<file path="config.mk">
export PLATFORM = sky130hd
export DESIGN_NAME = ctrl_decode
export DESIGN_NICKNAME = d
export VERILOG_FILES = /design/src/rtl/ctrl_decode.sv
export SDC_FILE = /design/constraint.sdc
export NUM_CORES = 1
export LEC_CHECK = 0
export ABC_AREA = 1
export CELL_PAD_IN_SITES_DETAIL_PLACEMENT = 1
export CELL_PAD_IN_SITES_GLOBAL_PLACEMENT = 1
export CORE_MARGIN = 1.5
export CORE_UTILIZATION = 20
export DETAILED_ROUTE_END_ITERATION = 12
export PLACE_DENSITY_LB_ADDON = 0.15
export SLEW_MARGIN = 5
export SYNTH_ARGS = -nofsm -noshare
export SYNTH_HDL_FRONTEND = slang
export SYNTH_SLANG_ARGS = --single-unit
</file>
<file path="constraint.sdc">
create_clock -name clk -period 1.58 [get_ports clk]
set_input_delay 0.237 -clock clk [delete_from_list [all_inputs] [get_ports clk]]
set_output_delay 0.237 -clock clk [all_outputs]
set_load 0.005 [all_outputs]
</file>
<file path="src/rtl/ctrl_decode.sv">
// Instruction decode and control for the single-cycle core: EX controls, RF/DM/PC
// controls, architectural {Z,V,N} flag register and the BOOT/RUN/HALT sequencer.
module ctrl_decode #(
  parameter int OPW = 4,
  parameter int RAW = 4
) (
  input  logic           clk,
  input  logic           rst_n,
  input  logic [15:0]    instr,
  input  logic           stall,
  input  logic           zr,
  input  logic           ov,
  input  logic           neg,
  output logic [2:0]     func,
  output logic [3:0]     shamt,
  output logic           src1sel,
  output logic [7:0]     imm8,
  output logic [RAW-1:0] p0_addr,
  output logic [RAW-1:0] p1_addr,
  output logic           re0,
  output logic           re1,
  output logic [RAW-1:0] dst_addr,
  output logic           we_rf,
  output logic           we_dm,
  output logic           re_dm,
  output logic [1:0]     wb_sel,
  output logic           br_taken,
  output logic           jal,
  output logic           jr,
  output logic [2:0]     flags,
  output logic           hlt
);

  typedef enum logic [1:0] {BOOT, RUN, HALT} state_t;

  typedef enum logic [OPW-1:0] {
    OP_ADD = 4'h0, OP_RSV = 4'h1, OP_SUB = 4'h2, OP_AND = 4'h3,
    OP_NOR = 4'h4, OP_SLL = 4'h5, OP_SRL = 4'h6, OP_SRA = 4'h7,
    OP_LW  = 4'h8, OP_SW  = 4'h9, OP_LHB = 4'hA, OP_LLB = 4'hB,
    OP_B   = 4'hC, OP_JAL = 4'hD, OP_JR  = 4'hE, OP_HLT = 4'hF
  } opcode_t;

  state_t   state_q, state_d;
  logic [2:0] flags_q, flags_d;
  opcode_t  opcode;
  logic [RAW-1:0] rd, rs, rt;
  logic     z_f, v_f, n_f;
  logic     cond;
  logic     dec_we_rf, dec_we_dm, dec_re_dm, dec_br, dec_jal, dec_jr;
  logic     side_ok;

  assign opcode = opcode_t'(instr[15 -: OPW]);
  assign rd     = instr[11:8];
  assign rs     = instr[7:4];
  assign rt     = instr[3:0];
  assign z_f    = flags_q[2];
  assign v_f    = flags_q[1];
  assign n_f    = flags_q[0];
  assign shamt  = instr[3:0];
  assign flags  = flags_q;
  assign hlt    = (state_q == HALT);

  always_ff @(posedge clk) begin
    if (!rst_n) begin
      state_q <= BOOT;
      flags_q <= '0;
    end else begin
      state_q <= state_d;
      flags_q <= flags_d;
    end
  end

  always_comb begin
    cond = 1'b0;
    unique case (instr[11:9])
      3'b000: cond = !z_f;
      3'b001: cond = z_f;
      3'b010: cond = !z_f && !n_f;
      3'b011: cond = n_f;
      3'b100: cond = z_f || !n_f;
      3'b101: cond = n_f || z_f;
      3'b110: cond = v_f;
      3'b111: cond = 1'b1;
      default: cond = 1'b0;
    endcase
  end

  always_comb begin
    state_d = state_q;
    flags_d = flags_q;
    unique case (state_q)
      BOOT: state_d = RUN;
      RUN: begin
        if (!stall) begin
          case (opcode)
            OP_ADD, OP_SUB: flags_d = {zr, ov, neg};
            OP_AND, OP_NOR, OP_SLL, OP_SRL, OP_SRA: flags_d = {zr, flags_q[1:0]};
            OP_HLT: state_d = HALT;
            default: ;
          endcase
        end
      end
      HALT: state_d = HALT;
      default: state_d = BOOT;
    endcase
  end

  // Decode only acts in RUN; BOOT and HALT leave every control at its idle value.
  always_comb begin
    func      = '0;
    src1sel   = 1'b0;
    imm8      = '0;
    p0_addr   = '0;
    p1_addr   = '0;
    re0       = 1'b0;
    re1       = 1'b0;
    dst_addr  = '0;
    wb_sel    = 2'b00;
    dec_we_rf = 1'b0;
    dec_we_dm = 1'b0;
    dec_re_dm = 1'b0;
    dec_br    = 1'b0;
    dec_jal   = 1'b0;
    dec_jr    = 1'b0;
    if (state_q == RUN) begin
      case (opcode)
        OP_ADD, OP_SUB, OP_AND, OP_NOR: begin
          func      = instr[14:12];
          p0_addr   = rs;
          p1_addr   = rt;
          re0       = 1'b1;
          re1       = 1'b1;
          dst_addr  = rd;
          dec_we_rf = 1'b1;
        end
        OP_SLL, OP_SRL, OP_SRA: begin
          func      = instr[14:12];
          p0_addr   = rs;
          re0       = 1'b1;
          src1sel   = 1'b1;
          dst_addr  = rd;
          dec_we_rf = 1'b1;
        end
        OP_LW, OP_SW: begin
          p0_addr = rs;
          re0     = 1'b1;
          src1sel = 1'b1;
          imm8    = {{4{instr[3]}}, instr[3:0]};
          if (opcode == OP_LW) begin
            dec_re_dm = 1'b1;
            dec_we_rf = 1'b1;
            dst_addr  = rd;
            wb_sel    = 2'b01;
          end else begin
            p1_addr   = rd;
            re1       = 1'b1;
            dec_we_dm = 1'b1;
          end
        end
        OP_LHB: begin
          func      = 3'b001;
          p0_addr   = rd;
          re0       = 1'b1;
          imm8      = instr[7:0];
          src1sel   = 1'b1;
          dst_addr  = rd;
          dec_we_rf = 1'b1;
        end
        OP_LLB: begin
          re0       = 1'b1;
          imm8      = instr[7:0];
          src1sel   = 1'b1;
          dst_addr  = rd;
          dec_we_rf = 1'b1;
        end
        OP_B:   dec_br = cond;
        OP_JAL: begin
          dec_jal   = 1'b1;
          dec_we_rf = 1'b1;
          dst_addr  = '1;
          wb_sel    = 2'b10;
        end
        OP_JR: begin
          dec_jr  = 1'b1;
          p0_addr = rs;
          re0     = 1'b1;
        end
        default: ;
      endcase
    end
  end

  assign side_ok  = !stall;
  assign we_rf    = dec_we_rf && side_ok && (dst_addr != '0);
  assign we_dm    = dec_we_dm && side_ok;
  assign re_dm    = dec_re_dm && side_ok;
  assign br_taken = dec_br && side_ok;
  assign jal      = dec_jal && side_ok;
  assign jr       = dec_jr && side_ok;

endmodule

</file>
==> run_results.csv <==
group,metric,value,unit
power,p_leak,1.17,nW
layout,diodes,0,
timing,fin_crit,1.64,ns
timing,fin_setup_tns,-0.212,ns
layout,fin_area,2150,µm²
drt,wl_met1,1870,µm
power,p_per_area,888,nW/µm²
clock_tree,cts_tree,"built",
hold_path,hold-path-cell-count,2,
floorplanning,die_w,66.8,µm
layout,finish.utilization,0.546,
synthesis,avgSynthCellArea,5.26,µm²
hold_path,hold_start,"state_q[0]$_SDFFE_PN0P_",
floorplanning,initial_utilization,0.207,
clock_tree,clk_pin_slew_worst_paths,0.04,ns
synthesis,netlist_area,815,µm²
synthesis,synthesis.nets,180,
job,maxCapViolations,0,
setup_path,path_max_fanout,5,
drt,vias,1511,
synthesis,synth_cell_types,24,
place,place_area,1740,µm²
place,io_buffer_count,63,
drt,viasPerCell,4.62,
place,place_ws,-0.751,ns
clock_tree,clock_sinks,5,
global_route,grt_first_pass_wirelength,7760,µm
setup_path,end_kind,"primary output",
place,dpl.hpwl,3390,µm
timing,slew_headroom,0.793,
drt,wl,5260,µm
hold_path,hold_end,"state_q[0]$_SDFFE_PN0P_",
setup_path,reg2reg_from,"state_q[1]$_SDFFE_PN0P_",
clock_tree,cts-hold-fix-buffers,0,
floorplanning,die_area,4460,µm²
drt,wl_per_cell,16.1,µm
hold_path,hp-class,"flip-flop to flip-flop",
clock_tree,root_buffer,"clkbuf_8",
setup_path,critPathRequiredTime,1.34,ns
setup_path,rrSetupSlack,0.16,ns
synthesis,netlist_instances,155,
global_route,grt_pass1_vias,1611,
drt,drc_errors,0,
clock_tree,clk_latency,0.23,ns
timing,rsz0062_at_grt,"yes",
drt,firstDrtPassIters,4,
timing,fin_crit_sh,1.04,
drt,ant_nets,0,
clock_tree,cts_made_buffers,3,
status,status,"finished, violations left",
layout,drive_gt1_frac,0.588,
floorplanning,die_y,66.8,µm
synthesis,ys_warn_count,0,
layout,layout.nets,303,
clock_tree,cts_buffer_depth,2,
floorplanning,core-area,3940,µm²
status,violations,"setup timing",
floorplanning,rows,23,
setup_path,cp.arrival,1.40,ns
clock_tree,htreeDepth,1,
layout,fillers,508,
timing,finClkSkew,0.00108,ns
power,ir_drop,0.000667,V
setup_path,reg2regPathDepth,10,
drt,maxUsedRoutingLayer,"met4",
floorplanning,io_pins,64,
setup_path,crit_type,"flip-flop to primary output",
timing,holdWs,0.542,ns
place,place_congestion,0.830,
global_route,grt_max_degree,9,
global_route,grt-ovfl-total,0,
drt,wl_met3,271,µm
drt,wl_met2,2940,µm
drt,drt-initial-drc-count,55,
global_route,antenna_found_initial,0,
timing,setup_viol,7,
synthesis,yosysSeqAreaShare,0.123,
timing,hold_viol_final,0,
setup_path,reg2reg_to,"flags[1]$_SDFFE_PN0P_",
timing,tightestPinTransition,0.310,ns
synthesis,ys_ff_latch,5,
timing,max_freq,609,MHz
layout,synthToLayoutAreaGrowth,165,%
setup_path,cp-start-kind,"flip-flop",
global_route,grtUsageTotal,0.234,
timing,setup_slack,-0.0615,ns
timing,final_max_slew_viol_count,0,
setup_path,startpoint,"state_q[1]$_SDFFE_PN0P_",
[layout by cell type (no fill, tap or decap), drive strengths merged]
master         count
a21boi             1
a21oi             20
a31oi              1
buf               92
clkbuf            11
clkdlybuf4s50     21
clkinv             1
dfxtp              5
dlygate4sd2        3
dlymetal6s2s       1
ha                 3
inv               25
nand2             37
nand3             13
nor2              28
nor3               7
nor4               1
o21ai              6
o31ai              1
[synth_stat cells, drive strengths merged]
cell type,count,area [µm²]
clkinv,1,3.75
nand3,13,77.6
a21oi,20,104
a21boi,1,7.51
inv,25,93.8
nor4,1,6.26
a31oi,1,6.26
nor3,7,40.0
nand2,37,141
buf,6,41.3
ha,3,37.5
dfxtp,5,100
o21ai,6,30.0
nor2,28,118
o31ai,1,7.51
[through the flow]
stage / instances / power [mW]
2_1_floorplan: 155 / 0.523
3_3_place_gp: 298 / 1.03
3_5_place_dp: 298 / 1.06
4_1_cts: 323 / 1.83
5_1_grt: 327 / 2.05
6_report: 327 / 1.91
[worst max-delay path, stage by stage, from the launching register on]
cell      delay [ns]
dfxtp_2         0.31
inv_2           0.07
ha_4            0.16
buf_6           0.13
clkinv_8        0.07
buf_12          0.13
buf_6           0.10
a21oi_2         0.08
buf_2           0.12
[state kept, by name (all words and copies together), names as in the netlist]
register  flops
state_q       2
flags         3
[area by class of cell]
| type | count | area, µm² | area share |
|---|---|---|---|
| sequential | 5 | 103 | 0.0476 |
| multi-input combinational | 118 | 822 | 0.382 |
| clock buffer | 4 | 45.0 | 0.0209 |
| inverter | 26 | 118 | 0.0546 |
| timing repair buffer | 124 | 1000 | 0.466 |
| tap | 50 | 62.6 | 0.0290 |
[cell families (layout without fill, tap and decap cells)]
logic type,count (synthesis),in the layout,share of synthesized area
AND/OR/NAND/NOR,86,86,0.470
buffers and inverters,32,154,0.171
AO/OA/AOI/OAI,29,29,0.190
flip-flops,5,5,0.123
adder cells (fa/ha/maj),3,3,0.0461
[layer usage]
layer	track usage	vias to the layer above
met5	0	-
met4	0.128	0
met3	0.0321	14
met2	0.464	50
met1	0.227	708
li1	-	739
[report_power, final]
| group | switching (mW) | internal (mW) | total [mW] | leakage (nW) |
|---|---|---|---|---|
| Sequential | 0.0257 | 0.160 | 0.186 | 0.0414 |
| Combinational | 0.700 | 0.780 | 1.48 | 1.10 |
| Clock | 0.0733 | 0.174 | 0.247 | 0.0228 |
[how the worst max path moves through the flow]
| stage | end |
|---|---|
| final | p0_addr[2] |
| after global routing | we_rf |
| after CTS | we_rf |
| after detailed placement | p1_addr[1] |
| after global placement | p1_addr[2] |
| after floorplan | src1sel |
[what timing repair did]
item                       4_1_cts  5_1_grt
setup endpoints to repair       34       37
gates resized for setup        204       52
gates cloned                     2        0
pin swaps                       17       17
buffers inserted                20        6
Power figures use the tool's default switching activity.
